`src/rtl/calc_sequencer.sv`:
```
// Key-driven calculator sequencer: operand entry, add (optionally subtract), BCD result display.
// Defining CALC_SUB_EN enables subtraction on key 11 and a signed result display.
module calc_sequencer #(
    parameter int unsigned MAX_DIGITS = 9
) (
    input  logic        CLK_100MHZ,
    input  logic        reset,
    input  logic        clicked,
    input  logic [4:0]  clickedMatrix,
    output logic [39:0] numActual,
    output logic [3:0]  counterTotal,
    output logic        negative,
    output logic        busy,
    output logic        error
);

`ifdef CALC_SUB_EN
    localparam logic SUB_EN = 1'b1;
`else
    localparam logic SUB_EN = 1'b0;
`endif
    localparam logic [35:0] DISP_MAX  = 36'd9_999_999_999;
    localparam logic [5:0]  LAST_ITER = 6'd34;

    typedef enum logic [2:0] {
        ENTER_A = 3'd0,
        OP      = 3'd1,
        ENTER_B = 3'd2,
        CONV    = 3'd3,
        RESULT  = 3'd4,
        ERR     = 3'd5
    } state_t;

    state_t             state_q, state_d;
    logic               click_prev_q, click_prev_d;
    logic signed [35:0] a_q, a_d, res_q, res_d;
    logic [29:0]        b_q, b_d;
    logic               op_sub_q, op_sub_d;
    logic [39:0]        num_q, num_d, bcd_q, bcd_d;
    logic [33:0]        bin_q, bin_d;
    logic [5:0]         iter_q, iter_d;
    logic [3:0]         cnt_q, cnt_d;
    logic               neg_q, neg_d, busy_q, busy_d, err_q, err_d;

    logic               event_s, is_digit_s, is_op_s, is_eq_s, is_clr_s, digit_ok_s;
    logic               clear_s, new_a_s;
    logic [3:0]         digit_s;
    logic signed [35:0] sum_s, mag_s;
    logic               ovf_s;

    // One double-dabble step: add 3 to every digit >= 5, then shift in the next binary bit.
    function automatic logic [39:0] dabble_step(input logic [39:0] bcd, input logic bit_in);
        logic [39:0] adj;
        adj = bcd;
        for (int i = 0; i < 10; i++) begin
            adj[i*4 +: 4] = (bcd[i*4 +: 4] >= 4'd5) ? bcd[i*4 +: 4] + 4'd3 : bcd[i*4 +: 4];
        end
        return 40'({adj, bit_in});
    endfunction

    function automatic logic [3:0] sig_digits(input logic [39:0] bcd);
        logic [3:0] n;
        n = 4'd1;
        for (int i = 1; i < 10; i++) begin
            n = (bcd[i*4 +: 4] != 4'd0) ? 4'(i + 1) : n;
        end
        return n;
    endfunction

    assign event_s    = clicked & ~click_prev_q;
    assign digit_s    = clickedMatrix[3:0];
    assign is_digit_s = (clickedMatrix < 5'd10);
    assign is_op_s    = (clickedMatrix == 5'd10) || (SUB_EN && (clickedMatrix == 5'd11));
    assign is_eq_s    = (clickedMatrix == 5'd12);
    assign is_clr_s   = (clickedMatrix == 5'd13);
    assign digit_ok_s = (cnt_q != MAX_DIGITS[3:0]) && !((digit_s == 4'd0) && (cnt_q == 4'd0));

    assign sum_s = op_sub_q ? (a_q - $signed({6'd0, b_q})) : (a_q + $signed({6'd0, b_q}));
    assign mag_s = sum_s[35] ? -sum_s : sum_s;
    assign ovf_s = (mag_s > DISP_MAX);

    // Next-state and next-output logic for the sequencer.
    always_comb begin
        state_d      = state_q;
        click_prev_d = clicked;
        a_d          = a_q;
        b_d          = b_q;
        res_d        = res_q;
        op_sub_d     = op_sub_q;
        num_d        = num_q;
        bcd_d        = bcd_q;
        bin_d        = bin_q;
        iter_d       = iter_q;
        cnt_d        = cnt_q;
        neg_d        = neg_q;
        busy_d       = busy_q;
        err_d        = err_q;
        clear_s      = 1'b0;
        new_a_s      = 1'b0;

        case (state_q)
            ENTER_A, ENTER_B: begin
                if (event_s && is_clr_s) begin
                    clear_s = 1'b1;
                end else if (event_s && is_digit_s && digit_ok_s) begin
                    num_d = {num_q[35:0], digit_s};
                    cnt_d = cnt_q + 4'd1;
                    a_d   = (state_q == ENTER_A) ? (a_q * 36'sd10 + $signed({32'd0, digit_s})) : a_q;
                    b_d   = (state_q == ENTER_B) ? (b_q * 30'd10 + {26'd0, digit_s}) : b_q;
                end else if (event_s && is_op_s && (state_q == ENTER_A)) begin
                    op_sub_d = (clickedMatrix == 5'd11);
                    state_d  = OP;
                end else if (event_s && is_eq_s && (state_q == ENTER_B)) begin
                    state_d = CONV;
                    busy_d  = 1'b1;
                    iter_d  = 6'd0;
                end else begin
                    state_d = state_q;
                end
            end
            OP: begin
                if (event_s && is_clr_s) begin
                    clear_s = 1'b1;
                end else if (event_s && is_digit_s) begin
                    num_d   = {36'd0, digit_s};
                    cnt_d   = 4'd1;
                    b_d     = {26'd0, digit_s};
                    state_d = ENTER_B;
                end else if (event_s && is_op_s) begin
                    op_sub_d = (clickedMatrix == 5'd11);
                end else begin
                    state_d = state_q;
                end
            end
            // Key events are intentionally not decoded here, so even 'C' is lost while converting.
            CONV: begin
                if (iter_q == 6'd0) begin
                    res_d = sum_s;
                    if (ovf_s) begin
                        state_d = ERR;
                        busy_d  = 1'b0;
                        err_d   = 1'b1;
                        num_d   = 40'd0;
                        cnt_d   = 4'd0;
                        neg_d   = 1'b0;
                    end else begin
                        bin_d  = mag_s[33:0];
                        bcd_d  = 40'd0;
                        iter_d = 6'd1;
                    end
                end else if (iter_q <= LAST_ITER) begin
                    bcd_d  = dabble_step(bcd_q, bin_q[33]);
                    bin_d  = {bin_q[32:0], 1'b0};
                    iter_d = iter_q + 6'd1;
                end else begin
                    num_d   = bcd_q;
                    cnt_d   = sig_digits(bcd_q);
                    neg_d   = SUB_EN & res_q[35];
                    busy_d  = 1'b0;
                    state_d = RESULT;
                end
            end
            RESULT: begin
                if (event_s && is_clr_s) begin
                    clear_s = 1'b1;
                end else if (event_s && is_digit_s) begin
                    new_a_s = 1'b1;
                end else if (event_s && is_op_s) begin
                    a_d      = res_q;
                    op_sub_d = (clickedMatrix == 5'd11);
                    state_d  = OP;
                end else begin
                    state_d = state_q;
                end
            end
            ERR: begin
                if (event_s && is_clr_s) begin
                    clear_s = 1'b1;
                end else if (event_s && is_digit_s) begin
                    new_a_s = 1'b1;
                end else begin
                    state_d = state_q;
                end
            end
            default: begin
                clear_s = 1'b1;
            end
        endcase

        if (clear_s || new_a_s) begin
            state_d  = ENTER_A;
            a_d      = new_a_s ? $signed({32'd0, digit_s}) : 36'sd0;
            b_d      = 30'd0;
            res_d    = 36'sd0;
            op_sub_d = 1'b0;
            num_d    = new_a_s ? {36'd0, digit_s} : 40'd0;
            cnt_d    = (new_a_s && (digit_s != 4'd0)) ? 4'd1 : 4'd0;
            neg_d    = 1'b0;
            busy_d   = 1'b0;
            err_d    = 1'b0;
            iter_d   = 6'd0;
            bin_d    = 34'd0;
            bcd_d    = 40'd0;
        end else begin
            click_prev_d = clicked;
        end
    end

    // State and output registers with asynchronous active-low reset.
    always_ff @(posedge CLK_100MHZ or negedge reset) begin
        if (!reset) begin
            state_q      <= ENTER_A;
            click_prev_q <= 1'b0;
            a_q          <= 36'sd0;
            b_q          <= 30'd0;
            res_q        <= 36'sd0;
            op_sub_q     <= 1'b0;
            num_q        <= 40'd0;
            bcd_q        <= 40'd0;
            bin_q        <= 34'd0;
            iter_q       <= 6'd0;
            cnt_q        <= 4'd0;
            neg_q        <= 1'b0;
            busy_q       <= 1'b0;
            err_q        <= 1'b0;
        end else begin
            state_q      <= state_d;
            click_prev_q <= click_prev_d;
            a_q          <= a_d;
            b_q          <= b_d;
            res_q        <= res_d;
            op_sub_q     <= op_sub_d;
            num_q        <= num_d;
            bcd_q        <= bcd_d;
            bin_q        <= bin_d;
            iter_q       <= iter_d;
            cnt_q        <= cnt_d;
            neg_q        <= neg_d;
            busy_q       <= busy_d;
            err_q        <= err_d;
        end
    end

    assign numActual    = num_q;
    assign counterTotal = cnt_q;
    assign negative     = neg_q;
    assign busy         = busy_q;
    assign error        = err_q;

endmodule

```
`config.mk`:
```
export PLATFORM = sky130hd
export DESIGN_NAME = calc_sequencer
export DESIGN_NICKNAME = d
export VERILOG_FILES = /design/src/rtl/calc_sequencer.sv
export SDC_FILE = /design/constraint.sdc
export NUM_CORES = 1
export LEC_CHECK = 0
export CAP_MARGIN = 20
export CORE_UTILIZATION = 50
export DETAILED_ROUTE_END_ITERATION = 16
export GPL_TIMING_DRIVEN = 0
export PLACE_DENSITY = 0.69
export SLEW_MARGIN = 25
export SYNTH_ARGS = -nofsm -noshare
export SYNTH_HDL_FRONTEND = slang
export SYNTH_SLANG_ARGS = --single-unit
```
`constraint.sdc`:
```
create_clock -name CLK_100MHZ -period 16.5 [get_ports CLK_100MHZ]
set_input_delay 3.3 -clock CLK_100MHZ [delete_from_list [all_inputs] [get_ports CLK_100MHZ]]
set_output_delay 3.3 -clock CLK_100MHZ [all_outputs]
set_load 0.005 [all_outputs]
```
# After elaboration in Yosys (flattened, before gate mapping)
# Index checks and enable logic that the tools add are counted.
# classes
add_sub_neg	17
n_mul	2
order_cmp	13
n_eq_ne	34
mux	121
n_bitwise	2
reduce_logical	51
# ops
operator	count
two-way mux 40 bit	13
two-way mux 36 bit	12
two-way mux 30 bit	6
two-way mux 34 bit	5
one-hot mux 40 bit (3 select lines)	1
two-way mux 4 bit	22
one-hot mux 36 bit (2 select lines)	1
one-hot mux 30 bit (2 select lines)	1
two-way mux 3 bit	18
two-way mux 6 bit	8
nonzero test 4 bit	11
>= comparator 4 x 3 -> 1 bit (second input constant)	10
!= test 3 bit (second input constant)	13
adder 36 x 31 -> 36 bit	1
adder 36 x 5 -> 36 bit	1
adder 4 x 2 -> 4 bit (second input constant)	9
greater-than comparator 36 x 34 -> 1 bit (second input constant)	1
multiplier 36 x 4 -> 35 bit (second input constant)	1
negation 36 bit	1
subtractor 36 x 31 -> 36 bit	1
AND reduction 7 bit	5
adder 30 x 4 -> 30 bit	1
multiplier 30 x 3 -> 29 bit (second input constant)	1
two-way mux 1 bit	26
other kinds (34)	71
# word_totals
ff_bits	234
inputBits	8
output_inout_bits	47

# Longest topological paths before layout
# logic_depth
word_depth	14
ltp_mapped	29

# Worst setup path after synthesis
# No wires, ideal clock.
# synth_timing
path_kind	input port to flip-flop
start	in clickedMatrix[1]
end	reg b_q[29]
setup_ps	133
arrival_ps	6170
required_time_ps	16367
slack_ps	10197
cell_stages	14
path_buffers	0
path_cell_list	ha_1 -> fa_1 -> a21o_1 -> nand2_1 -> nor3b_1 -> and3_1 -> and3_1 -> and4_1 -> nand3_1 -> or4_1 -> or4_1 -> xnor2_1 -> xnor2_1 -> o21ai_0
# synth_between
elab_chain_cells	8
elab_cells_between_ends	28
cone_classes	add/sub: 1; order compare: 1; eq/ne: 6; mux: 10; reduce/logical: 10
# synth_lines
element	line_no	source
start: declaration	9	input logic [4:0] clickedMatrix,
branches (longest 8 deep; another with adder 30 x 4 -> 30 bit)	--	
end signal: assignment	215	b_q <= 30'd0;
end signal: assignment	230	b_q <= b_d;
end: declaration	37	logic [29:0] b_q, b_d;
# Several ways; the timed one is not identified. The select of a mux whose other input is x is not followed.
# A chain may end at the register's enable or synchronous reset.

# Worst setup path in the final report
# layout_timing
start	reg b_q[5]
end	reg num_q[38] (netlist: numActual[38])
# layout_between
elab_chain_cells	7
elab_cells_between_ends	8
cone_classes	add/sub: 3; order compare: 1; eq/ne: 1; mux: 2; reduce/logical: 1
# layout_lines
element	line_no	source
adder 36 x 31 -> 36 bit or subtractor 36 x 31 -> 36 bit (tied branches)	78	assign sum_s = op_sub_q ? (a_q - $signed({6'd0, b_q})) : (a_q + $signed({6'd0, b_q}));
two-way mux 36 bit *	78	
negation 36 bit	79	assign mag_s = sum_s[35] ? -sum_s : sum_s;
two-way mux 36 bit *	79	
greater-than comparator 36 x 34 -> 1 bit *	80	assign ovf_s = (mag_s > DISP_MAX);
!= test 4 bit (no line) *	--	
AND reduction 7 bit (no line) *	--	
end signal: assignment	233	num_q <= num_d;
end: declaration	39	logic [39:0] num_q, num_d, bcd_q, bcd_d;
# Every way passes the cells marked *; elsewhere a longest branch is shown, timed or not.

==> results.toml <==
[sta]
min_period_ns = 8.00
finalSetupViolations = 0
finalSetupTns_ns = 0
slew_violations = 0
fin_crit_sh_pct = 48.5
finalHoldViolCount = 0
fin_skew_ns = 0.0218
finalWorstSetupSlack_ns = 8.50
rsz0062_at_grt = "no"
max_freq_mhz = 125
worstMarginPinSlew_ns = 0.901
max_slew_margin_pct = 38.4

[final_layout]
register_area_sq_um = 5830
fill_cells = 3747
antenna_cells = 0
multi_input_area_sq_um = 13800
nNetsFinal = 2760
area_growth_pct = 10.9
fin_area_sq_um = 22700
drive_gt1_share_pct = 4.33
post-route-util_pct = 56.7

[placed_design]
io_buffers = 52
routabilityCongestion = 1.02
pre_cts_slack_ns = 8.74
place_area_sq_um = 21700
dp_hpwl_mm = 47.4

[global_routing]
grt_max_degree = 90
gr-total-overflow = 0
track_usage_pct = 29.3
antenna_found_initial = 3
grt_pass1_vias = 18600
grt_pass1_wl_mm = 98.1

[critical_path]
slowest_delay_ns = 0.64
critPathBufInv = 4
cp_top_family = "simple AND/OR/NAND/NOR gates"
worst_ep_required_time_ns = 16.94
critPathArrivalTime_ns = 8.44
endpoint_kind = "flop"
crit_slowest_cell = "nor3_1"
critPathKind = "flop to flop"
r2r_setup_slack_ns = 8.50
worstSetupStartpointType = "flop"
path_max_fanout = 10

[clocking]
cts_tree = "built"
cts_setup_buffers = 0
clock_path_buffers = 3
cts-root-buf = "clkbuf_16"
cts.repair.resized = 0
cts_sinks = 233
htreeDepth = 1
clk_latency_ns = 0.57
cts_made_buffers = 27
clk_pin_slew_ns = 0.06
holdBufCountCts = 0

[detailed_routing]
drt_iter0_markers = 1356
wl_per_cell_um = 19.5
vias_per_cell = 6.13
dr.pass1.iters = 5
drc = 0
drt_wl_total_mm = 60.5
ant_nets = 0
num_vias = 19100

[yosys]
yosys_warnings = 0
yosysTopAreaCell = "dfrtp_1"
synth-seq-cells = 233
syn_avg_cell_area_sq_um = 8.24
synth_compound_area_share_pct = 22.8
synth_top_family_by_area = "compound AO/OA/AOI/OAI gates"
synthXorXnorAreaFrac_pct = 8.34
yosysUniqueCellTypes = 97
async_reset_ff_share_pct = 100
yosys.area_share.simple_pct = 19.6
synthCells = 2480
synth_ff_type = "dfrtp_1"
synth.cell_area_sq_um = 20400
ys_seq_area_share_pct = 28.5
yosys.area.top_type_share_pct = 28.5
synth-edff-count = 0
synth_nets = 2676
synth.area.top_cells = "dfrtp_1 (29%), ha_1 (11%), xnor2_1 (5.7%)"
post_synth_mux_area_share_pct = 5.10
synthAdderAreaFrac_pct = 11.7

[floorplan]
start_util_pct = 51.1
fp.coreArea_sq_um = 40000
die_h_um = 204
die_area_sq_um = 41700
num_rows = 73
die_w_um = 204
pin_count = 55

[power_and_ir_drop]
leakage_nw = 10.3
vdd_drop_max_v = 0.0000831
p_per_area_nw_per_um2 = 154

[run_status]
outcome = "complete, no violations"

[min_path]
hold_path.class = "flop to flop"

[flow_run]
maxCapViolCount = 0
logic make-up after synthesis:
family / count (synthesis)
AO/OA/AOI/OAI: 723
XOR/XNOR: 193
adder cells (fa/ha/maj): 188
buffers and inverters: 201
flip-flops: 233
multiplexers: 99
other: 1
AND/OR/NAND/NOR: 842
Yosys cell counts (7+ instances only):
cell type	instances
nor2_1	263
nand2_1	234
dfrtp_1	233
a21oi_1	211
ha_1	183
o21ai_0	160
xnor2_1	132
clkbuf_1	95
nand3_1	91
inv_1	74
xor2_1	60
mux2i_1	57
nor3_1	42
a22oi_1	41
a21o_1	40
mux2_1	39
o2bb2ai_1	32
a211oi_1	29
a31oi_1	25
and3_1	23
nand4_1	23
and2_1	21
nand2b_1	21
nor3b_1	19
o211ai_1	18
or3_1	18
o22ai_1	17
o31ai_1	16
and4_1	15
nor4_1	15
buf_2	13
nor2b_1	13
o21a_1	12
o21ai_1	12
buf_1	11
o21bai_1	9
or2_2	9
nor4b_1	8
o2111ai_1	8
buf_4	7
cell usage in the layout, fill, tap and decap left out, types with 15 or more instances in the layout:
cell type | synthesis | routed
ha_1 | 183 | 183
and4_1 | 15 | 15
a31oi_1 | 25 | 25
nand2b_1 | 21 | 21
a211oi_1 | 29 | 29
nor3_1 | 42 | 42
o2bb2ai_1 | 32 | 32
or3_1 | 18 | 18
mux2i_1 | 57 | 57
a21o_1 | 40 | 40
nor3b_1 | 19 | 19
a21oi_1 | 211 | 211
o22ai_1 | 17 | 17
clkdlybuf4s50_1 | 0 | 51
and3_1 | 23 | 23
clkbuf_1 | 95 | 98
xor2_1 | 60 | 60
o211ai_1 | 18 | 18
nand3_1 | 91 | 91
nand4_1 | 23 | 23
a22oi_1 | 41 | 41
mux2_1 | 39 | 39
nor2_1 | 263 | 263
nor4_1 | 15 | 15
xnor2_1 | 132 | 132
o31ai_1 | 16 | 16
clkbuf_16 | 0 | 27
and2_1 | 21 | 21
o21ai_0 | 160 | 159
nand2_1 | 234 | 234
dfrtp_1 | 233 | 233
inv_1 | 74 | 74
registers in the layout, indices dropped and copies added (netlist names):
register and flops:
numActual 40, bcd_q 40, a_q 36, counterTotal 4, iter_q 6, state_q 3, op_sub_q 1, res_q 36
bin_q 34, click_prev_q 1, b_q 30, busy 1, error 1
worst paths after layout:
check,from,endpoint,cells after the start
worst max-delay path,b_q[5],numActual[38],26
min in group asynchronous,reset,a_q[28],1
worst max register to register,b_q[5],numActual[38],26
worst min-delay path,numActual[39],numActual[39],1
worst min register to register,numActual[39],numActual[39],1
max in group asynchronous,reset,bcd_q[22],3
per-stage QoR:
stage	power, mW	hold WS [ns]	std cells
global route	3.76	0.520	3109
floorplan	2.23	0.450	2480
global placement	2.79	0.475	3057
CTS	3.49	0.503	3109
detailed placement	2.83	0.476	3060
finish	3.50	0.498	3109
report_power, final:
group	switching (mW)	leakage (nW)	internal, mW
sequential	0.140	3.18	0.698
clock	0.261	0.472	0.387
combinational	1.27	6.65	0.741
final cells by class:
cell class,instances,area share (%)
plain buffers,127,2.32
inverters,74,1.23
flip-flops and latches,233,25.7
repair buffers,55,2.68
clock buffers,35,3.33
clock inverters,14,0.856
well taps,525,2.90
multi-input cells,2046,61.0
per-layer routing:
metal | global-route usage [%] | routed length, um | vias to the layer above
met5 | 0 | 44 | -
met4 | 10.9 | 2380 | 6
met3 | 4.27 | 3140 | 118
met2 | 49.1 | 28500 | 464
met1 | 38.0 | 26400 | 9302
li1 | - | - | 9167
worst reg2reg max path, cell delays in order, from the launching register on:
cell and delay (ns):
dfrtp_1 0.47, or4_4 0.61, nor3b_1 0.54, nand2_1 0.11
nor2_1 0.15, nor2_1 0.07, xnor2_1 0.36, ha_1 0.33
clkbuf_1 0.24, a21oi_1 0.35, o21ai_1 0.25, o21ai_0 0.26
nor4b_2 0.38, a21oi_1 0.15, nor3_1 0.64, or2_1 0.20
buf_2 0.22, buf_2 0.30, a41oi_1 0.10, xnor2_1 0.17
a311oi_1 0.31, o41ai_2 0.16, o21ai_2 0.35, o21ai_4 0.15
a21oi_4 0.37, buf_4 0.29, mux2_1 0.35
No activity file was read; power rests on OpenSTA's default activity.
